--- src/rtl/myproc_pkg.sv ---
// rtl/myproc_pkg.sv - opcodes, instruction field positions and decode helpers
package myproc_pkg;

    localparam int OP_MSB = 15;
    localparam int OP_LSB = 12;
    localparam int RC_MSB = 11;
    localparam int RC_LSB = 8;
    localparam int RA_MSB = 7;
    localparam int RA_LSB = 4;
    localparam int RB_MSB = 3;
    localparam int RB_LSB = 0;
    localparam int IMM_MSB = 7;

    localparam logic [3:0] OP_NOP  = 4'h0;
    localparam logic [3:0] OP_ADD  = 4'h1;
    localparam logic [3:0] OP_SUB  = 4'h2;
    localparam logic [3:0] OP_AND  = 4'h3;
    localparam logic [3:0] OP_OR   = 4'h4;
    localparam logic [3:0] OP_XOR  = 4'h5;
    localparam logic [3:0] OP_LDI  = 4'h6;
    localparam logic [3:0] OP_MOV  = 4'h7;
    localparam logic [3:0] OP_HALT = 4'hF;

    function automatic logic reads_a(input logic [3:0] op);
        return ((op >= OP_ADD) && (op <= OP_XOR)) || (op == OP_MOV);
    endfunction

    function automatic logic reads_b(input logic [3:0] op);
        return (op >= OP_ADD) && (op <= OP_XOR);
    endfunction

    function automatic logic writes_rc(input logic [3:0] op);
        return (op >= OP_ADD) && (op <= OP_MOV);
    endfunction

    // Everything between MOV and HALT is unassigned.
    function automatic logic is_illegal(input logic [3:0] op);
        return (op > OP_MOV) && (op < OP_HALT);
    endfunction

endpackage

--- src/rtl/reg_scoreboard.sv ---
// rtl/reg_scoreboard.sv - 16-entry register busy scoreboard with three hazard lookups
module reg_scoreboard (
    input  logic        clk,
    input  logic        rst_n,
    input  logic        set_en,
    input  logic [3:0]  set_idx,
    input  logic        clr_en,
    input  logic [3:0]  clr_idx,
    input  logic [3:0]  chk_a,
    input  logic [3:0]  chk_b,
    input  logic [3:0]  chk_c,
    output logic        hit_a,
    output logic        hit_b,
    output logic        hit_c,
    output logic [15:0] busy
);

    logic [15:0] busy_q, busy_d;

    // Set is applied after clear; the issue stage never sets a bit that is still busy.
    always_comb begin
        busy_d = busy_q;
        if (clr_en) busy_d[clr_idx] = 1'b0;
        if (set_en) busy_d[set_idx] = 1'b1;
    end

    always_ff @(posedge clk or negedge rst_n) begin
        if (!rst_n) busy_q <= '0;
        else        busy_q <= busy_d;
    end

    assign hit_a = busy_q[chk_a];
    assign hit_b = busy_q[chk_b];
    assign hit_c = busy_q[chk_c];
    assign busy  = busy_q;

endmodule

--- src/rtl/decode_issue.sv ---
// rtl/decode_issue.sv - decode/issue stage: handshake, hazard stall, halt FSM, issue register
module decode_issue
    import myproc_pkg::*;
(
    input  logic        clk,
    input  logic        rst_n,
    input  logic        in_valid,
    input  logic [15:0] in_instr,
    output logic        in_ready,
    output logic [3:0]  rf_ra,
    output logic [3:0]  rf_rb,
    output logic        rf_ren,
    input  logic        wb_en,
    input  logic [3:0]  wb_rc,
    output logic        out_valid,
    input  logic        out_ready,
    output logic [3:0]  out_op,
    output logic [3:0]  out_rc,
    output logic [15:0] out_imm,
    output logic [15:0] sb_busy,
    output logic        illegal,
    output logic        halted,
    output logic [15:0] issue_cnt
);

    typedef enum logic {ST_RUN, ST_HALTED} state_t;

    state_t      state_q, state_d;
    logic        out_valid_q, out_valid_d;
    logic [3:0]  out_op_q, out_op_d;
    logic [3:0]  out_rc_q, out_rc_d;
    logic [7:0]  out_imm_q, out_imm_d;
    logic        illegal_q, illegal_d;
    logic [15:0] issue_cnt_q, issue_cnt_d;

    logic [3:0] op, rc;
    logic       hit_a, hit_b, hit_c, hazard, accept, issue;

    assign op    = in_instr[OP_MSB:OP_LSB];
    assign rc    = in_instr[RC_MSB:RC_LSB];
    assign rf_ra = in_instr[RA_MSB:RA_LSB];
    assign rf_rb = in_instr[RB_MSB:RB_LSB];

    reg_scoreboard u_sb (
        .clk     (clk),
        .rst_n   (rst_n),
        .set_en  (issue),
        .set_idx (rc),
        .clr_en  (wb_en),
        .clr_idx (wb_rc),
        .chk_a   (rf_ra),
        .chk_b   (rf_rb),
        .chk_c   (rc),
        .hit_a   (hit_a),
        .hit_b   (hit_b),
        .hit_c   (hit_c),
        .busy    (sb_busy)
    );

    // Only fields the opcode really uses may stall it.
    assign hazard   = (reads_a(op) & hit_a) | (reads_b(op) & hit_b) | (writes_rc(op) & hit_c);
    assign in_ready = (state_q == ST_RUN) & (~out_valid_q | out_ready) & ~hazard;
    assign accept   = in_valid & in_ready;
    assign issue    = accept & writes_rc(op);
    assign rf_ren   = issue;

    always_comb begin
        state_d     = state_q;
        out_valid_d = out_valid_q;
        out_op_d    = out_op_q;
        out_rc_d    = out_rc_q;
        out_imm_d   = out_imm_q;
        illegal_d   = accept & is_illegal(op);
        issue_cnt_d = issue_cnt_q;
        if (state_q == ST_RUN && accept && op == OP_HALT) state_d = ST_HALTED;
        if (issue) begin
            out_valid_d = 1'b1;
            out_op_d    = op;
            out_rc_d    = rc;
            out_imm_d   = in_instr[IMM_MSB:0];
            issue_cnt_d = issue_cnt_q + 16'd1;
        end else if (out_ready) begin
            out_valid_d = 1'b0;
        end
    end

    always_ff @(posedge clk or negedge rst_n) begin
        if (!rst_n) begin
            state_q     <= ST_RUN;
            out_valid_q <= 1'b0;
            out_op_q    <= '0;
            out_rc_q    <= '0;
            out_imm_q   <= '0;
            illegal_q   <= 1'b0;
            issue_cnt_q <= '0;
        end else begin
            state_q     <= state_d;
            out_valid_q <= out_valid_d;
            out_op_q    <= out_op_d;
            out_rc_q    <= out_rc_d;
            out_imm_q   <= out_imm_d;
            illegal_q   <= illegal_d;
            issue_cnt_q <= issue_cnt_d;
        end
    end

    assign out_valid = out_valid_q;
    assign out_op    = out_op_q;
    assign out_rc    = out_rc_q;
    assign out_imm   = {8'h00, out_imm_q};
    assign illegal   = illegal_q;
    assign halted    = (state_q == ST_HALTED);
    assign issue_cnt = issue_cnt_q;

endmodule

--- config.mk ---
export PLATFORM = sky130hd
export DESIGN_NAME = decode_issue
export DESIGN_NICKNAME = d
export VERILOG_FILES = /design/src/rtl/myproc_pkg.sv /design/src/rtl/reg_scoreboard.sv /design/src/rtl/decode_issue.sv
export SDC_FILE = /design/constraint.sdc
export NUM_CORES = 1
export LEC_CHECK = 0
export CAP_MARGIN = 20
export CORE_ASPECT_RATIO = 2
export CORE_MARGIN = 5
export CORE_UTILIZATION = 45
export DETAILED_ROUTE_END_ITERATION = 7
export GPL_ROUTABILITY_DRIVEN = 0
export GPL_TIMING_DRIVEN = 0
export PLACE_DENSITY = 0.85
export SYNTH_ARGS = -nofsm -noshare
export SYNTH_HDL_FRONTEND = slang
export SYNTH_SLANG_ARGS = --single-unit
--- constraint.sdc ---
create_clock -name clk -period 8.5 [get_ports clk]
set_clock_uncertainty 0.05 [all_clocks]
set_input_delay 1.7 -clock clk [delete_from_list [all_inputs] [get_ports clk]]
set_output_delay 1.7 -clock clk [all_outputs]
set_load 0.005 [all_outputs]
==> results.md, run 1 <==
* Status: complete, no violations
* Commonest non-fill, non-tap cell in the layout: clkdlybuf4s50_1
* Sequential area share after synthesis at 45.4%
* Syn avg cell area at 11.6 um2
* Area grow syn2layout at 40.3%
* Slew headroom at 56.5%
* Pleak at 1.64 nW
* Global-route wire length before repair at 12200 um
* Final setup violation count at 0
* CTS clock-pin slew for the worst setup and hold paths at 0.07 ns
* Post-Syn Area at 2810 um2
* Hold crit path type: reg -> reg
* Die width at 65.9 um
* Vias per cell at 5.40
* Worst Hold Depth at 1
* Reg2reg start: u_sb.busy[4]
* Htree depth at 2
* Max clock buf depth at 2
* CTS buffer count at 5
* Initial antenna violation count at 0
* # fillers at 491
* Hold Violations, Final at 0
* #FFs+latches synth at 51
* Post-CTS resize count at 0
* First drt pass iteration count at 4
* Die Y at 122 um
* Pin count of the biggest net entering global routing at 29
* WL/cell at 17.7 um
* Core Area at 6060 um2
* Post-CTS Hold Buffers at 0
* Remaining DRCs at 0
* Reg2reg end: out_rc[2]
* Rows at 40
* Reg2reg setup slack at 5.67 ns
* Die ar. at 8020 um2
* Final slew viol count at 0
* Peak VDD IR at 0.000149 V
* Setup crit end kind: primary output
* Top FF cell, synth: dfrtp_1
* Setup Fix Bufs, Post-CTS at 0
* Final Core Density at 65.1%
* Final net count at 364
* Fin crit share at 77.9%
* Cell Int Power at 0.000628 W
* Share of total power in sequential cells at 40.4%
* CTS tree: built
* Ports at 94
* RSZ-0062 raised after global routing: false
* Initial detailed-routing violation count at 148
* Setup TNS at 0 ns
* Crit path DAT at 4.87 ns
* Worst Hold Endpoint: issue_cnt[15]
* Yosys warns at 0
* Post-synth EDFFs at 0
* DP HPWL at 6020 um
* Post-synth top area share at 45.4%
* Share of cells above drive strength 1 at 18.3%
* Worst setup SP type: input port
* Max_cap viols at 0
* Measured slew at the worst slew-check pin at 0.653 ns
* Yosys top cell by area: dfrtp_1
* FF+latch area at 1280 um2
* Max Freq at 151 MHz
* Combinational cell fraction of total power at 32.8%
* Most frequent cells in the layout: clkdlybuf4s50_1, dfrtp_1, o21ai_0
* Net Sw Power at 0.000238 W
* Mapped Cells at 242
* Clock Latency Late Sink at 0.29 ns
* Sw Ratio at 27.4%
* Worst Reg-to-Reg Cells at 7
* Data required time at the worst endpoint at 6.75 ns
* Critical-path maximum fanout at 10
* Top cells by area, synth: dfrtp_1, mux4_2, xnor2_1
* Area of the multi-input gates at 1370 um2
* Placed Instance Area at 3770 um2
* Design area at 3940 um2
* Final min period at 6.62 ns
* Gr usage total at 20.2%
* Vias at 2286
* Post-DRT Antenna Nets at 0
* Starting density of the core at 46.4%
* Worst hold start: issue_cnt[15]
* Total gr overflow at 0
* Vias in the first global route at 2481
* Unique masters post-synth at 40
* Critical path class: in -> out
* Clock power share at 26.8%
* PortBufs at 81
* Fraction of registers with async set/reset at 100%
* Final WL at 7490 um
* Power Density at 220 nW/um2
* Ant diodes at 0
* Root Driver: clkbuf_16
* Clk sinks at 51
[layout make-up]
cell class,instances,area share (%)
Buffer,27,4.35
Timing Repair Buffer,82,21.0
Tap cell,84,2.67
Inverter,5,0.476
Clock inverter,2,0.889
Clock buffer,6,3.52
Sequential cell,51,32.4
Multi-Input combinational cell,166,34.7
[worst max path at each step]
stage	slack [ns]	end	from	cells after the start
after floorplan	3.19	in_ready	in_instr[0]	7
after global placement	1.92	rf_ren	in_instr[8]	10
after detailed placement	1.87	rf_ren	in_instr[8]	10
after CTS	1.87	rf_ren	in_instr[8]	10
after global routing	1.75	rf_ren	in_instr[9]	10
final	1.88	rf_ren	in_instr[9]	10
[synthesized netlist by cell type (7+ instances only)]
cell type   n
nand3_1    10
mux2_1     10
mux4_2     10
o31ai_1     9
nand4_1     8
dfrtp_1    51
o21ai_0    18
mux2_2     10
xnor2_1    15
nor2_1      7
nand2_1    12
buf_4      17
[logic make-up after synthesis]
logic type	share of synthesized area [%]
compound gates	12.2
xor+xnor	4.99
fa+ha+maj	0.445
buf+inv	6.77
flops	45.4
mux	17.5
other cells	0.134
simple gates	12.5
[state kept, by name, indices dropped and copies added, names as in the netlist]
signal     count
u_sb.busy     16
out_valid      1
illegal        1
out_rc         4
issue_cnt     16
halted         1
out_op         4
out_imm_q      8
[routing by layer]
metal	share of wire [%]	GRT usage, %	vias up
met5	0	0	-
met1	35	20.4	1131
met4	2.2	9.61	0
met2	58	37.8	79
met3	5.0	4.06	10
li1	-	-	1066
[power groups by stage]
stage | combinational (W) | sequential (W) | clock [W]
3_3_place_gp | 0.000280 | 0.000351 | 0
5_1_grt | 0.000308 | 0.000359 | 0.000247
6_report | 0.000284 | 0.000350 | 0.000232
2_1_floorplan | 0.000114 | 0.000348 | 0
3_5_place_dp | 0.000288 | 0.000354 | 0
4_1_cts | 0.000289 | 0.000350 | 0.000236
[through the flow]
stage	setup WS, ns	std cells	power (W)	hold WS (ns)
after floorplan	3.19	249	0.000462	0.418
after global placement	1.92	414	0.000631	0.414
after detailed placement	1.87	415	0.000642	0.416
after CTS	1.87	423	0.000875	0.425
after global routing	1.75	423	0.000915	0.461
final	1.88	423	0.000866	0.420
[worst max-delay path, stage by stage]
cell and delay (ns):
clkdlybuf4s50_1 0.56, buf_2 0.30, mux4_2 0.33, mux2_2 0.28, and3_1 0.21, a311oi_4 0.48
nand2_4 0.18, buf_2 0.25, inv_1 0.07, clkdlybuf4s50_1 0.49
Power figures use the tool's default switching activity.
==> inputs of run 2 (changes only) <==
- clock period: 8.5 -> 6.5 ns (I/O delays scaled with it)
==> results of run 2 <==
Same layout as run 1 (identical final DEF). Status: complete, no violations.
Among the figures that moved: setup slack after placement 1.87 ns -> 0.674 ns; setup slack after layout 1.88 ns -> 0.680 ns; register-to-register setup slack 5.67 ns -> 3.67 ns; total power 0.000866 W -> 0.00113 W; worst IR drop on VDD 0.000149 V -> 0.000195 V
